`src/rtl/dmem_ctrl.sv`:
```
// rtl/dmem_ctrl.sv - parametrised data-memory controller with wait states and error reporting
//
// Purpose: word-organised data memory behind a valid/ready request/response
// handshake, one transaction in flight, per-byte write enables, WAIT wait
// states between acceptance and the array access, misaligned/out-of-range
// error reporting.
//
// Ports:
//   clk        - rising-edge clock
//   reset      - asynchronous active-low reset
//   req_valid  - request present            req_ready  - request can be accepted
//   req_we     - 1 = write, 0 = read        req_addr   - byte address
//   req_wdata  - write data                 req_be     - byte enables (writes only)
//   resp_valid - response present           resp_ready - consumer takes the response
//   resp_rdata - read data (0 for writes and errors)
//   resp_err   - misaligned or out-of-range access
module dmem_ctrl #(
  parameter int DATA_W = 32,
  parameter int DEPTH  = 64,
  parameter int ADDR_W = 32,
  parameter int WAIT   = 2
) (
  input  logic                clk,
  input  logic                reset,
  input  logic                req_valid,
  output logic                req_ready,
  input  logic                req_we,
  input  logic [ADDR_W-1:0]   req_addr,
  input  logic [DATA_W-1:0]   req_wdata,
  input  logic [DATA_W/8-1:0] req_be,
  output logic                resp_valid,
  input  logic                resp_ready,
  output logic [DATA_W-1:0]   resp_rdata,
  output logic                resp_err
);

  localparam int BYTES = DATA_W / 8;
  localparam int OFF_W = $clog2(BYTES);
  localparam int IDX_W = $clog2(DEPTH);
  localparam logic [ADDR_W:0] LIMIT = (ADDR_W+1)'(DEPTH * BYTES);

  typedef enum logic [1:0] {IDLE, WAITST, RESP} stateT;

  stateT             state;
  logic [3:0]        waitCnt;
  logic              latWe;
  logic [IDX_W-1:0]  latIdx;
  logic [DATA_W-1:0] latWdata;
  logic [BYTES-1:0]  latBe;
  logic              latErr;

  logic [DATA_W-1:0] mem [DEPTH];

  logic              accept;
  logic              reqErr;
  logic [IDX_W-1:0]  reqIdx;

  // Access operands on the edge that enters RESP: straight from the request
  // when there are no wait states, otherwise from the latched copy.
  logic              enterResp;
  logic              curWe;
  logic [IDX_W-1:0]  curIdx;
  logic [DATA_W-1:0] curWdata;
  logic [BYTES-1:0]  curBe;
  logic              curErr;
  logic              memWrite;

  assign accept = (state == IDLE) && req_valid && req_ready;
  assign reqIdx = req_addr[OFF_W+IDX_W-1:OFF_W];
  assign reqErr = (req_addr[OFF_W-1:0] != '0) || ({1'b0, req_addr} >= LIMIT);

  always_comb begin
    enterResp = 1'b0;
    curWe     = latWe;
    curIdx    = latIdx;
    curWdata  = latWdata;
    curBe     = latBe;
    curErr    = latErr;
    if (state == IDLE) begin
      curWe     = req_we;
      curIdx    = reqIdx;
      curWdata  = req_wdata;
      curBe     = req_be;
      curErr    = reqErr;
      enterResp = accept && (WAIT == 0);
    end else if (state == WAITST) begin
      enterResp = (waitCnt == 4'd0);
    end
  end

  // Gated by reset so nothing lands in the array while reset is held.
  assign memWrite = enterResp && curWe && !curErr && reset;

  // Storage is deliberately not reset.
  always_ff @(posedge clk) begin
    if (memWrite) begin
      for (int i = 0; i < BYTES; i++) begin
        if (curBe[i]) mem[curIdx][8*i +: 8] <= curWdata[8*i +: 8];
      end
    end
  end

  always_ff @(posedge clk or negedge reset) begin
    if (!reset) begin
      state      <= IDLE;
      waitCnt    <= 4'd0;
      req_ready  <= 1'b1;
      resp_valid <= 1'b0;
      resp_rdata <= '0;
      resp_err   <= 1'b0;
      latWe      <= 1'b0;
      latIdx     <= '0;
      latWdata   <= '0;
      latBe      <= '0;
      latErr     <= 1'b0;
    end else begin
      case (state)
        IDLE: begin
          if (accept) begin
            latWe     <= req_we;
            latIdx    <= reqIdx;
            latWdata  <= req_wdata;
            latBe     <= req_be;
            latErr    <= reqErr;
            req_ready <= 1'b0;
            if (WAIT == 0) begin
              state <= RESP;
            end else begin
              state   <= WAITST;
              waitCnt <= 4'(WAIT - 1);
            end
          end
        end
        WAITST: begin
          if (waitCnt == 4'd0) state <= RESP;
          else waitCnt <= waitCnt - 4'd1;
        end
        RESP: begin
          if (resp_ready) begin
            state      <= IDLE;
            req_ready  <= 1'b1;
            resp_valid <= 1'b0;
            resp_rdata <= '0;
            resp_err   <= 1'b0;
          end
        end
        default: state <= IDLE;
      endcase

      // Read data is sampled before any same-edge write; reads never write anyway.
      if (enterResp) begin
        resp_valid <= 1'b1;
        resp_err   <= curErr;
        resp_rdata <= (curErr || curWe) ? '0 : mem[curIdx];
      end
    end
  end

endmodule
```
`config.mk`:
```
export PLATFORM = sky130hd
export DESIGN_NAME = dmem_ctrl
export DESIGN_NICKNAME = d
export VERILOG_FILES = /design/src/rtl/dmem_ctrl.sv
export SDC_FILE = /design/constraint.sdc
export NUM_CORES = 2
export LEC_CHECK = 0
export ABC_CLOCK_PERIOD_IN_PS = 4000
export CORE_MARGIN = 1
export CORE_UTILIZATION = 45
export DETAILED_ROUTE_END_ITERATION = 8
export MAX_ROUTING_LAYER = met4
export PLACE_DENSITY = 0.67
export SYNTH_ARGS = -nofsm -noshare
export SYNTH_HDL_FRONTEND = slang
export SYNTH_SLANG_ARGS = --single-unit
```
`constraint.sdc`:
```
create_clock -name clk -period 4 [get_ports clk]
set_clock_uncertainty 0.15 [all_clocks]
set_input_delay 0.8 -clock clk [delete_from_list [all_inputs] [get_ports clk]]
set_output_delay 0.8 -clock clk [all_outputs]
set_load 0.02 [all_outputs]
```
==> out/results.tsv <==
stage	metric	value	unit
worst_setup_path	CP bufs+invs	2	
layout	share of layout cells above drive strength 1	0.202	
worst_setup_path	type of destination of the critical path	register	
yosys	post-synthesis cell area	82300	um2
detailed_routing	vias per cell	6.29	
layout	most frequent cells in the layout	edfxtp_1, nand2_1, buf_4, o22ai_1, nor2_1	
worst_setup_path	CP Depth	9	
clock_tree	CTS Buf Count	205	
pwr	Worst IR Drop VDD	0.000524	V
worst_setup_path	CP max-delay cell	a2111oi_0	
detailed_routing	drc violations	0	
yosys	synth warn	0	
clock_tree	# Post-CTS Setup Buffers	0	
run_status	failing checks	negative setup slack	
worst_setup_path	Crit path largest cell delay	0.76	ns
placement	Cell Area, Placed	92600	um2
yosys	synthesized area per cell	15.1	um2
worst_setup_path	critical path launch point type	register	
global_route	GRT Total Usage	0.285	
yosys	Async S/R FF share, synth	0.0398	
global_route	first-pass GRT wire length	373000	um
yosys	predominant post-synthesis flop cell	edfxtp_1	
clock_tree	H-Tree Depth	4	
clock_tree	# clock sinks	2133	
detailed_routing	drt total wl	260000	um
floorplanning	IO Count	108	
sta	worst setup margin	-0.0483	ns
clock_tree	CTS tree	built	
global_route	grt ovf	0	
sta	worst rel slew slack	0.288	
worst_setup_path	worst path cell trace	nor2_4, o21ba_2, buf_4, a211oi_1, a2111oi_0, buf_4, o22ai_1, or4_1, o31ai_1	
sta	Pins Over Slew Limit	0	
sta	RSZ-0062 raised after global routing	false	
pwr	power per cell area	470	nW/um2
detailed_routing	DR vias	55100	
yosys	syn_nets	5529	
yosys	Synth Register Bits	2133	
detailed_routing	DRT Pass-1 Iters	8	
global_route	initial antenna violation count	11	
yosys	XOR/XNOR Fraction of Synth Area	0.000213	
clock_tree	latest clock arrival within the worst-skew pair	0.87	ns
layout	area delta synth->final	20.9	%
yosys	Gate Count Post-Synth	5454	
yosys	Synth Area in Compound Gates	0.0929	
layout	cell area after layout	99500	um2
worst_setup_path	CP delay by family, top	compound AO/OA/AOI/OAI gates	
clock_tree	Clk pin slew, worst setup/hold paths	0.06	ns
worst_setup_path	r2r startpoint	state[1]	
sta	Final period util	1.01	
yosys	top cell type's share of synthesized area	0.747	
yosys	Post-Synth Adder-Cell Area	0.000304	
worst_setup_path	worst-path maximum fanout	17	
yosys	top cells by area, synth	edfxtp_1, nand2_1, dfrtp_1	
floorplanning	Die Ht	430	um
detailed_routing	DR iter-0 viols	7992	
layout	commonest non-fill, non-tap cell in the layout	edfxtp_1	
sta	Final Hold Slack	0.0305	ns
floorplanning	core area	181000	um2
yosys	main combinational cell family by area after synthesis	compound AO/OA/AOI/OAI gates	
floorplanning	Die Area	185000	um2
yosys	mux cell area share after synthesis	0.0221	
sta	Peak Freq	247	MHz
worst_setup_path	WP data required	4.60	ns
yosys	register area share after synthesis	0.773	
placement	detailed placement HPWL	165000	um
worst_setup_path	Worst EP arrival	4.65	ns
sta	TNS Setup	-0.0483	ns
global_route	largest net degree at the start of global routing	65	
yosys	Synth Area in Simple Gates	0.0894	
detailed_routing	post-route ant nets	0	
floorplanning	Starting Density	0.454	
detailed_routing	Wirelength per Cell	29.7	um
clock_tree	CTS resizes	0	
yosys	number of synthesized flops with an enable pin	2048	
worst_setup_path	crit path launch	state[1]	
placement	routability cong.	0.929	
floorplanning	cell row count	156	
clock_tree	CTS Buffer Depth	3	
layout	Final Util	0.549	
worst_setup_path	worst r2r path cells	9	
sta	final hold violations	0	
clock_tree	root buf cell	clkbuf_16	
floorplanning	Die Span X	430	um
worst_setup_path	Crit Path Class	reg2reg	
sta	minimum clock period after layout	4.05	ns
clock_tree	Post-CTS Hold Buffers	0	
pwr	leakage	33.8	nW
run_status	status	finished, violations left	
hold_path	Hold/Removal Path Class	in2async	
sta	final setup fails	1	
job	Max-Cap Viols	0	
yosys	area leader, netlist	edfxtp_1	
global_route	vias in the first global route	53000	
worst_setup_path	Top cell by count, worst path	buf_4	
layout	fin nets	6271	
placement	Port Buffer Count	107	
sta	Worst Max-Slew Pin Slew	1.06	ns
yosys	Yosys cell types	86	
[power breakdown]
group	internal (W)	switching, W	leakage (nW)	total [W]
Combinational	0.000815	0.00169	10.8	0.00250
Clock	0.0114	0.00843	3.37	0.0198
Sequential	0.0245	0.000000619	19.6	0.0245
[cell usage after synthesis (all sizes together), types with 4 or more instances]
cell type  instances
or3               13
o21a               6
nand2b            10
o32ai             38
o41ai             10
a32oi             79
nor2             262
nand4              6
o31ai             29
a21oi            159
nor2b              5
o21ai             46
o2111ai            8
and3              82
a221oi             7
nor4b              6
dfrtp             84
o31a               9
nand3            176
edfxtp          2048
nand2            748
inv                4
o211ai             7
clkbuf           163
a32o              37
mux2i            124
a211oi            80
o22a              39
nor4              63
o32a               4
o22ai            327
and2               5
nor3             240
a31oi             99
or4               18
a21o               9
o221ai            45
a22oi             10
buf              237
a2111oi           18
mux2              51
[flip-flops by register name, indices dropped and copies added, names as in the netlist]
name        flops
latBe           4
latErr          1
latIdx          6
latWdata       32
latWe           1
mem          2048
req_ready       1
resp_err        1
resp_rdata     32
resp_valid      1
state           2
waitCnt         4
[layout make-up]
type / instances / area (um2)
Fill cell: 14100 / 81800
Sequential cell: 2133 / 63600
Multi-Input combinational cell: 2916 / 17100
Timing Repair Buffer: 935 / 8850
Clock buffer: 263 / 5590
Tap cell: 2370 / 2970
Clock inverter: 125 / 1310
Antenna cell: 11 / 27.5
Inverter: 5 / 18.8
[layer usage]
metal	vias to the layer above	GRT usage	wire length [um]
met5	-	-	0
met4	0	0.109	10900
met3	639	0.0657	31800
met2	3795	0.424	118000
met1	27700	0.382	98900
li1	23000	-	-
[worst reg2reg max path, stage by stage, from the launching register on]
cell and delay (ns):
dfrtp_1 0.53, nor2_4 0.72, o21ba_2 0.37, buf_4 0.27, a211oi_1 0.08, a2111oi_0 0.76
buf_4 0.23, o22ai_1 0.06, or4_1 0.56, o31ai_1 0.23
[cells by family after synthesis]
kind of cell | count (synthesis)
compound gates | 1088
xor+xnor | 2
fa+ha+maj | 2
buf+inv | 405
flops | 2133
mux | 175
simple gates | 1649
[per-stage QoR]
| step | worst slack [ns] | cells | total power [W] |
|---|---|---|---|
| final | -0.0483 | 8758 | 0.0468 |
| after global routing | 0.0288 | 8755 | 0.0478 |
| after CTS | 0.0363 | 8747 | 0.0468 |
| after detailed placement | -0.587 | 8359 | 0.0274 |
| after global placement | -0.618 | 8359 | 0.0273 |
| after floorplan | 0.505 | 5454 | 0.0260 |
[worst paths after layout]
check,to,slack [ns]
setup / recovery,resp_rdata[2],-0.05
hold / removal,latBe[0],0.03
setup reg to reg,resp_rdata[2],-0.05
hold reg to reg,latWdata[24],0.36
max in group asynchronous,resp_rdata[8],2.32
min in group clk,latWdata[24],0.36
(Power assumes the default switching activity.)
